===== config.mk =====
export PLATFORM = sky130hd
export DESIGN_NAME = pc_ctrl
export DESIGN_NICKNAME = d
export VERILOG_FILES = /design/src/rtl/cpu_pkg.sv /design/src/rtl/flag_reg.sv /design/src/rtl/pc_ctrl.sv
export SDC_FILE = /design/constraint.sdc
export NUM_CORES = 1
export LEC_CHECK = 0
export BUFFER_PORTS_ARGS = -buffer_cell sky130_fd_sc_hd__clkbuf_2
export CORE_ASPECT_RATIO = 1.4
export CORE_MARGIN = 2
export CORE_UTILIZATION = 41
export DETAILED_ROUTE_END_ITERATION = 10
export PLACE_DENSITY_LB_ADDON = 0.25
export SKIP_LAST_GASP = 1
export SLEW_MARGIN = 20
export SYNTH_ARGS = -nofsm -noshare
export SYNTH_HDL_FRONTEND = slang
export SYNTH_SLANG_ARGS = --single-unit

===== constraint.sdc =====
create_clock -name clk -period 2.7 [get_ports clk]
set_input_delay 0.27 -clock clk [delete_from_list [all_inputs] [get_ports clk]]
set_output_delay 0.27 -clock clk [all_outputs]
set_load 0.05 [all_outputs]

===== src/rtl/cpu_pkg.sv =====
// Shared constants for the single-cycle core: opcodes, branch condition
// codes and the bit positions of the {Z, V, N} flag vector.
package cpu_pkg;

  localparam logic [3:0] OP_B   = 4'hC;
  localparam logic [3:0] OP_JAL = 4'hD;
  localparam logic [3:0] OP_JR  = 4'hE;
  localparam logic [3:0] OP_HLT = 4'hF;

  localparam logic [2:0] CC_NEQ    = 3'b000;
  localparam logic [2:0] CC_EQ     = 3'b001;
  localparam logic [2:0] CC_GT     = 3'b010;
  localparam logic [2:0] CC_LT     = 3'b011;
  localparam logic [2:0] CC_GTE    = 3'b100;
  localparam logic [2:0] CC_LTE    = 3'b101;
  localparam logic [2:0] CC_OVFL   = 3'b110;
  localparam logic [2:0] CC_UNCOND = 3'b111;

  // Flag vector is packed {Z, V, N}
  localparam int FLG_Z = 2;
  localparam int FLG_V = 1;
  localparam int FLG_N = 0;

endpackage


===== src/rtl/flag_reg.sv =====
// Architectural condition flags plus the sticky halt latch. Once halted,
// flag writes are ignored until reset.
module flag_reg
  import cpu_pkg::*;
(
  input  logic       clk,
  input  logic       rst_n,
  input  logic [2:0] alu_flags,
  input  logic [2:0] flag_we,
  input  logic       hlt_set,
  output logic [2:0] flags,
  output logic       halted
);

  // Per-bit flag update gated by halt; halt latch sets and holds until reset
  always_ff @(posedge clk or negedge rst_n) begin
    if (!rst_n) begin
      flags  <= 3'b000;
      halted <= 1'b0;
    end else begin
      for (int i = 0; i < 3; i++) begin
        if (flag_we[i] && !halted) flags[i] <= alu_flags[i];
      end
      if (hlt_set) halted <= 1'b1;
    end
  end

endmodule


===== src/rtl/pc_ctrl.sv =====
// Next-PC and halt control: decodes the control-flow class of the fetched
// instruction, evaluates branch conditions against the registered flags and
// drives fetch combinationally (zero-cycle latency).
module pc_ctrl
  import cpu_pkg::*;
#(
  parameter int OFFS_B = 9,
  parameter int OFFS_J = 12
) (
  input  logic        clk,
  input  logic        rst_n,
  input  logic [15:0] instr,
  input  logic [15:0] pc,
  input  logic [15:0] reg_rs,
  input  logic        alu_z,
  input  logic        alu_v,
  input  logic        alu_n,
  input  logic [2:0]  flag_we,
  output logic [15:0] new_pc,
  output logic        br_ctrl,
  output logic        hlt,
  output logic [15:0] link,
  output logic [2:0]  flags,
  output logic        halted
);

  logic [3:0]               opcode;
  logic [2:0]               cc;
  logic signed [OFFS_B-1:0] offs_b;
  logic signed [OFFS_J-1:0] offs_j;
  logic signed [15:0]       offs_b_x;
  logic signed [15:0]       offs_j_x;
  logic [15:0]              tgt_b;
  logic [15:0]              tgt_j;
  logic [2:0]               alu_flags;

  function automatic logic cond_true(input logic [2:0] code, input logic [2:0] f);
    logic z, v, n, r;
    z = f[FLG_Z];
    v = f[FLG_V];
    n = f[FLG_N];
    case (code)
      CC_NEQ:  r = !z;
      CC_EQ:   r = z;
      CC_GT:   r = !z && !n;
      CC_LT:   r = n;
      CC_GTE:  r = z || !n;
      CC_LTE:  r = n || z;
      CC_OVFL: r = v;
      default: r = 1'b1;
    endcase
    return r;
  endfunction

  assign opcode    = instr[15:12];
  assign cc        = instr[11:9];
  assign offs_b    = instr[OFFS_B-1:0];
  assign offs_j    = instr[OFFS_J-1:0];
  assign offs_b_x  = 16'(offs_b);
  assign offs_j_x  = 16'(offs_j);
  assign alu_flags = {alu_z, alu_v, alu_n};

  // PC arithmetic wraps at 16 bits; link is always pc+1
  assign link  = pc + 16'd1;
  assign tgt_b = link + offs_b_x;
  assign tgt_j = link + offs_j_x;

  // Redirect decode; branches use pre-edge flags, and halt suppresses redirect
  always_comb begin
    new_pc  = tgt_b;
    br_ctrl = 1'b0;
    hlt     = halted;
    case (opcode)
      OP_B: begin
        new_pc  = tgt_b;
        br_ctrl = cond_true(cc, flags);
      end
      OP_JAL: begin
        new_pc  = tgt_j;
        br_ctrl = 1'b1;
      end
      OP_JR: begin
        new_pc  = reg_rs;
        br_ctrl = 1'b1;
      end
      OP_HLT: hlt = 1'b1;
      default: ;
    endcase
    if (halted) br_ctrl = 1'b0;
  end

  flag_reg u_flag_reg (
    .clk       (clk),
    .rst_n     (rst_n),
    .alu_flags (alu_flags),
    .flag_we   (flag_we),
    .hlt_set   (hlt),
    .flags     (flags),
    .halted    (halted)
  );

endmodule


==> results.yml <==
die:
  design.die.area_sq_mm: 0.004507
  die_x_um: 57.32
  io_pins: 94
  floorplan.core_area_sq_mm: 0.003885
  initial_core_util: 0.4200
  die_height_um: 78.64
  fp-row-count: 27
logic_synthesis:
  synth_top_family_by_area: "simple AND/OR/NAND/NOR gates"
  synthMuxAreaShare: 0.02837
  netlist_top_cells_area: "ha_1 13%, xnor2_1 8.6%, a21oi_1 7.4%"
  synth_top_cell_by_area: "ha_1"
  ys.flop_type: "dfrtp_1"
  synth-async-reset-ratio: 1.000
  syn_area_per_cell_sq_um: 7.882
  synth_warnings: 0
  synthAdderAreaFrac: 0.1426
  ys_ff_latch: 4
  syn_nets: 281
  synth-edff-count: 0
  synth_area_sq_mm: 0.001632
  synth_cell_types: 51
  synth-simple-area-share: 0.3083
  synth-compound-area-share: 0.2477
  yosys.area.top_type_share: 0.1304
  netlist_instances: 207
  synthXorXnorAreaFrac: 0.1933
  yosysSeqAreaShare: 0.06135
clocking:
  clock_sinks: 4
  cts_tree: "done"
  cts_buffer_depth: 2
  insertion_delay_ns: 0.21
  ctsHtreeMaxLevel: 1
  cts_root_buf: "clkbuf_8"
  numCtsBuffers: 3
  cts.clk_slew.worst_paths_ns: 0.03
cells_and_area:
  final_nets: 460
  drive_gt1_frac: 0.7005
  finish.utilization: 0.9327
  design_area_sq_mm: 0.003623
  area_growth_pct: 122.1
  antenna_cells: 0
  nFillCells: 131
sta:
  skew_ns: 0.0001816
  fmax_mhz: 324.0
  finalHoldViolations: 0
  rsz0062_at_grt: "yes"
  tns_ns: -2.433
  tightest_slew_ns: 0.5141
  drv_slew: 0
  timing.hold.ws_ns: 0.3116
  setup_ws_ns: -0.3865
  period_needed_ns: 3.087
  max_slew_margin: 0.6555
  finalCritPeriodShare: 1.143
  setup_viol: 11
detailed_routing:
  wl_per_cell_um: 23.73
  viasPerCell: 6.309
  drc: 0
  ant_nets: 0
  dr.first_iter.drc_count: 167
  drt_wl_total_um: 10130
  vias: 2694
  drt_first_pass_iters: 5
global_routing:
  grt_max_degree: 15
  gr-total-overflow: 0
  grt_pass1_vias: 2636
  grt_usage: 0.3497
  antenna_found_initial: 0
  grt_pass1_wl_um: 12230
setup_path:
  crit_type: "primary input to primary output"
  startpoint_type: "primary input"
  worst-path-max-fanout: 3
  cp_data_arrival_time_ns: 2.82
  crit_required_ns: 2.43
  end_kind: "primary output"
hold_path:
  holdCritPathClass: "primary input to flop"
power:
  p_leak_nw: 1.712
  peakVddDrop_v: 0.0005648
  cellPowerDensity_mw_per_mm2: 377.5
status:
  status: "finished, violations left"
  violations: "negative setup slack"
flow_run:
  cap_violations: 0
placement:
  gp_congestion: 0.8468
  port_buffers: 93
  place_area_sq_mm: 0.003050
  dpl.hpwl_um: 5066
  dp_slack_ns: -0.4351
-- where the power goes --
group	total (mW)	switching [mW]	internal [mW]	leakage, nW
Sequential	0.0604	0	0.0604	0.0455
Combinational	1.18	0.688	0.496	1.64
Clock	0.124	0.0289	0.0949	0.0216
-- synth_stat cells (3+ instances only) --
library cell  number
a21o_1             5
a21oi_1           24
a31o_2             3
and3_1             4
dfrtp_1            4
ha_1              17
inv_1              5
nand2_1           30
nand3_1            6
nand3_4            3
nand4_1            4
nor2_1            14
nor2b_1            4
nor3_1             4
o21ai_0            9
xnor2_1           16
xor2_1            12
-- metrics by stage --
step | power (mW) | cells
floorplan | 0.6560 | 207
global placement | 0.9541 | 410
detailed placement | 0.9713 | 410
CTS | 1.213 | 422
global route | 1.403 | 427
finish | 1.368 | 427
-- logic make-up (layout without fill, tap and decap cells) --
| family | after synthesis | in the layout |
|---|---|---|
| and+or+nand+nor | 82 | 82 |
| buffers and inverters | 7 | 184 |
| AOI/OAI and AO/OA | 61 | 61 |
| muxes | 4 | 4 |
| adders and majority gates | 18 | 18 |
| DFF | 4 | 4 |
| xor gates and xnor gates | 31 | 31 |
-- registers in the layout, summed over array words and instances (netlist names) --
signal / flops
u_flag_reg.halted: 1
u_flag_reg.flags: 3
-- layout by cell type (no fill, tap or decap), types with 3 or more instances in the layout --
master     n
buf_4     74
buf_6      7
a21o_1     5
nor2_1    11
nand4_1    4
xor2_4     3
inv_1      5
nand3_2    3
nand2_2    4
dfrtp_1    4
nand2_4    3
ha_4      10
clkbuf_8   5
o21ai_1    3
clkbuf_2  78
nor3_1     3
nor2b_1    4
xor2_1     8
nand2_1   23
o21ai_0    3
a31o_2     3
nand3_4    4
xnor2_4    4
buf_8      6
o21ai_2    4
xnor2_2    7
xnor2_1    5
a21oi_4    6
buf_12     5
a21oi_1    9
a21oi_2    9
ha_1       7
-- path summary, 6_finish.rpt --
check,start,end,slack [ns],depth (start not counted)
setup / recovery,pc[0],new_pc[11],-0.39,14
hold / removal,alu_z,u_flag_reg.flags[2],0.31,2
setup reg to reg,u_flag_reg.halted,u_flag_reg.flags[1],1.58,3
hold reg to reg,u_flag_reg.halted,u_flag_reg.halted,0.73,2
max in group asynchronous,rst_n,u_flag_reg.halted,2.10,2
min in group asynchronous,rst_n,u_flag_reg.flags[0],0.47,2
-- worst max-delay path: stages --
cell and delay (ns):
clkbuf_16 0.13, ha_4 0.17, buf_4 0.15, xor2_4 0.17
ha_4 0.29, nor2b_1 0.28, a311o_1 0.32, a21oi_2 0.10
buf_4 0.16, o31ai_4 0.22, buf_4 0.17, xnor2_2 0.06
o21ai_2 0.15, buf_8 0.16
-- final cells by class --
| type | instances | area, sq um | area share |
|---|---|---|---|
| clock buffer | 3 | 41.29 | 0.01140 |
| tap | 43 | 53.80 | 0.01485 |
| inverter | 5 | 18.77 | 0.005180 |
| timing repair buffer | 176 | 1292 | 0.3567 |
| multi-input combinational | 196 | 2117 | 0.5843 |
| sequential | 4 | 100.1 | 0.02762 |
-- routing by layer --
| layer | track usage | up-vias | wire [um] |
|---|---|---|---|
| met4 | 0.2093 | 0 | 937 |
| li1 | - | 1130 | - |
| met5 | 0 | - | 0 |
| met3 | 0.04942 | 93 | 789 |
| met1 | 0.3020 | 1250 | 3191 |
| met2 | 0.7138 | 221 | 5216 |
-- repair_timing --
item,4_1_cts,5_1_grt
setup endpoints to repair,11,11
pin swaps,29,17
gates resized for setup,54,34
buffers inserted,8,6
hold buffers,1,0
hold endpoints to repair,4,0
(Power assumes the default switching activity.)
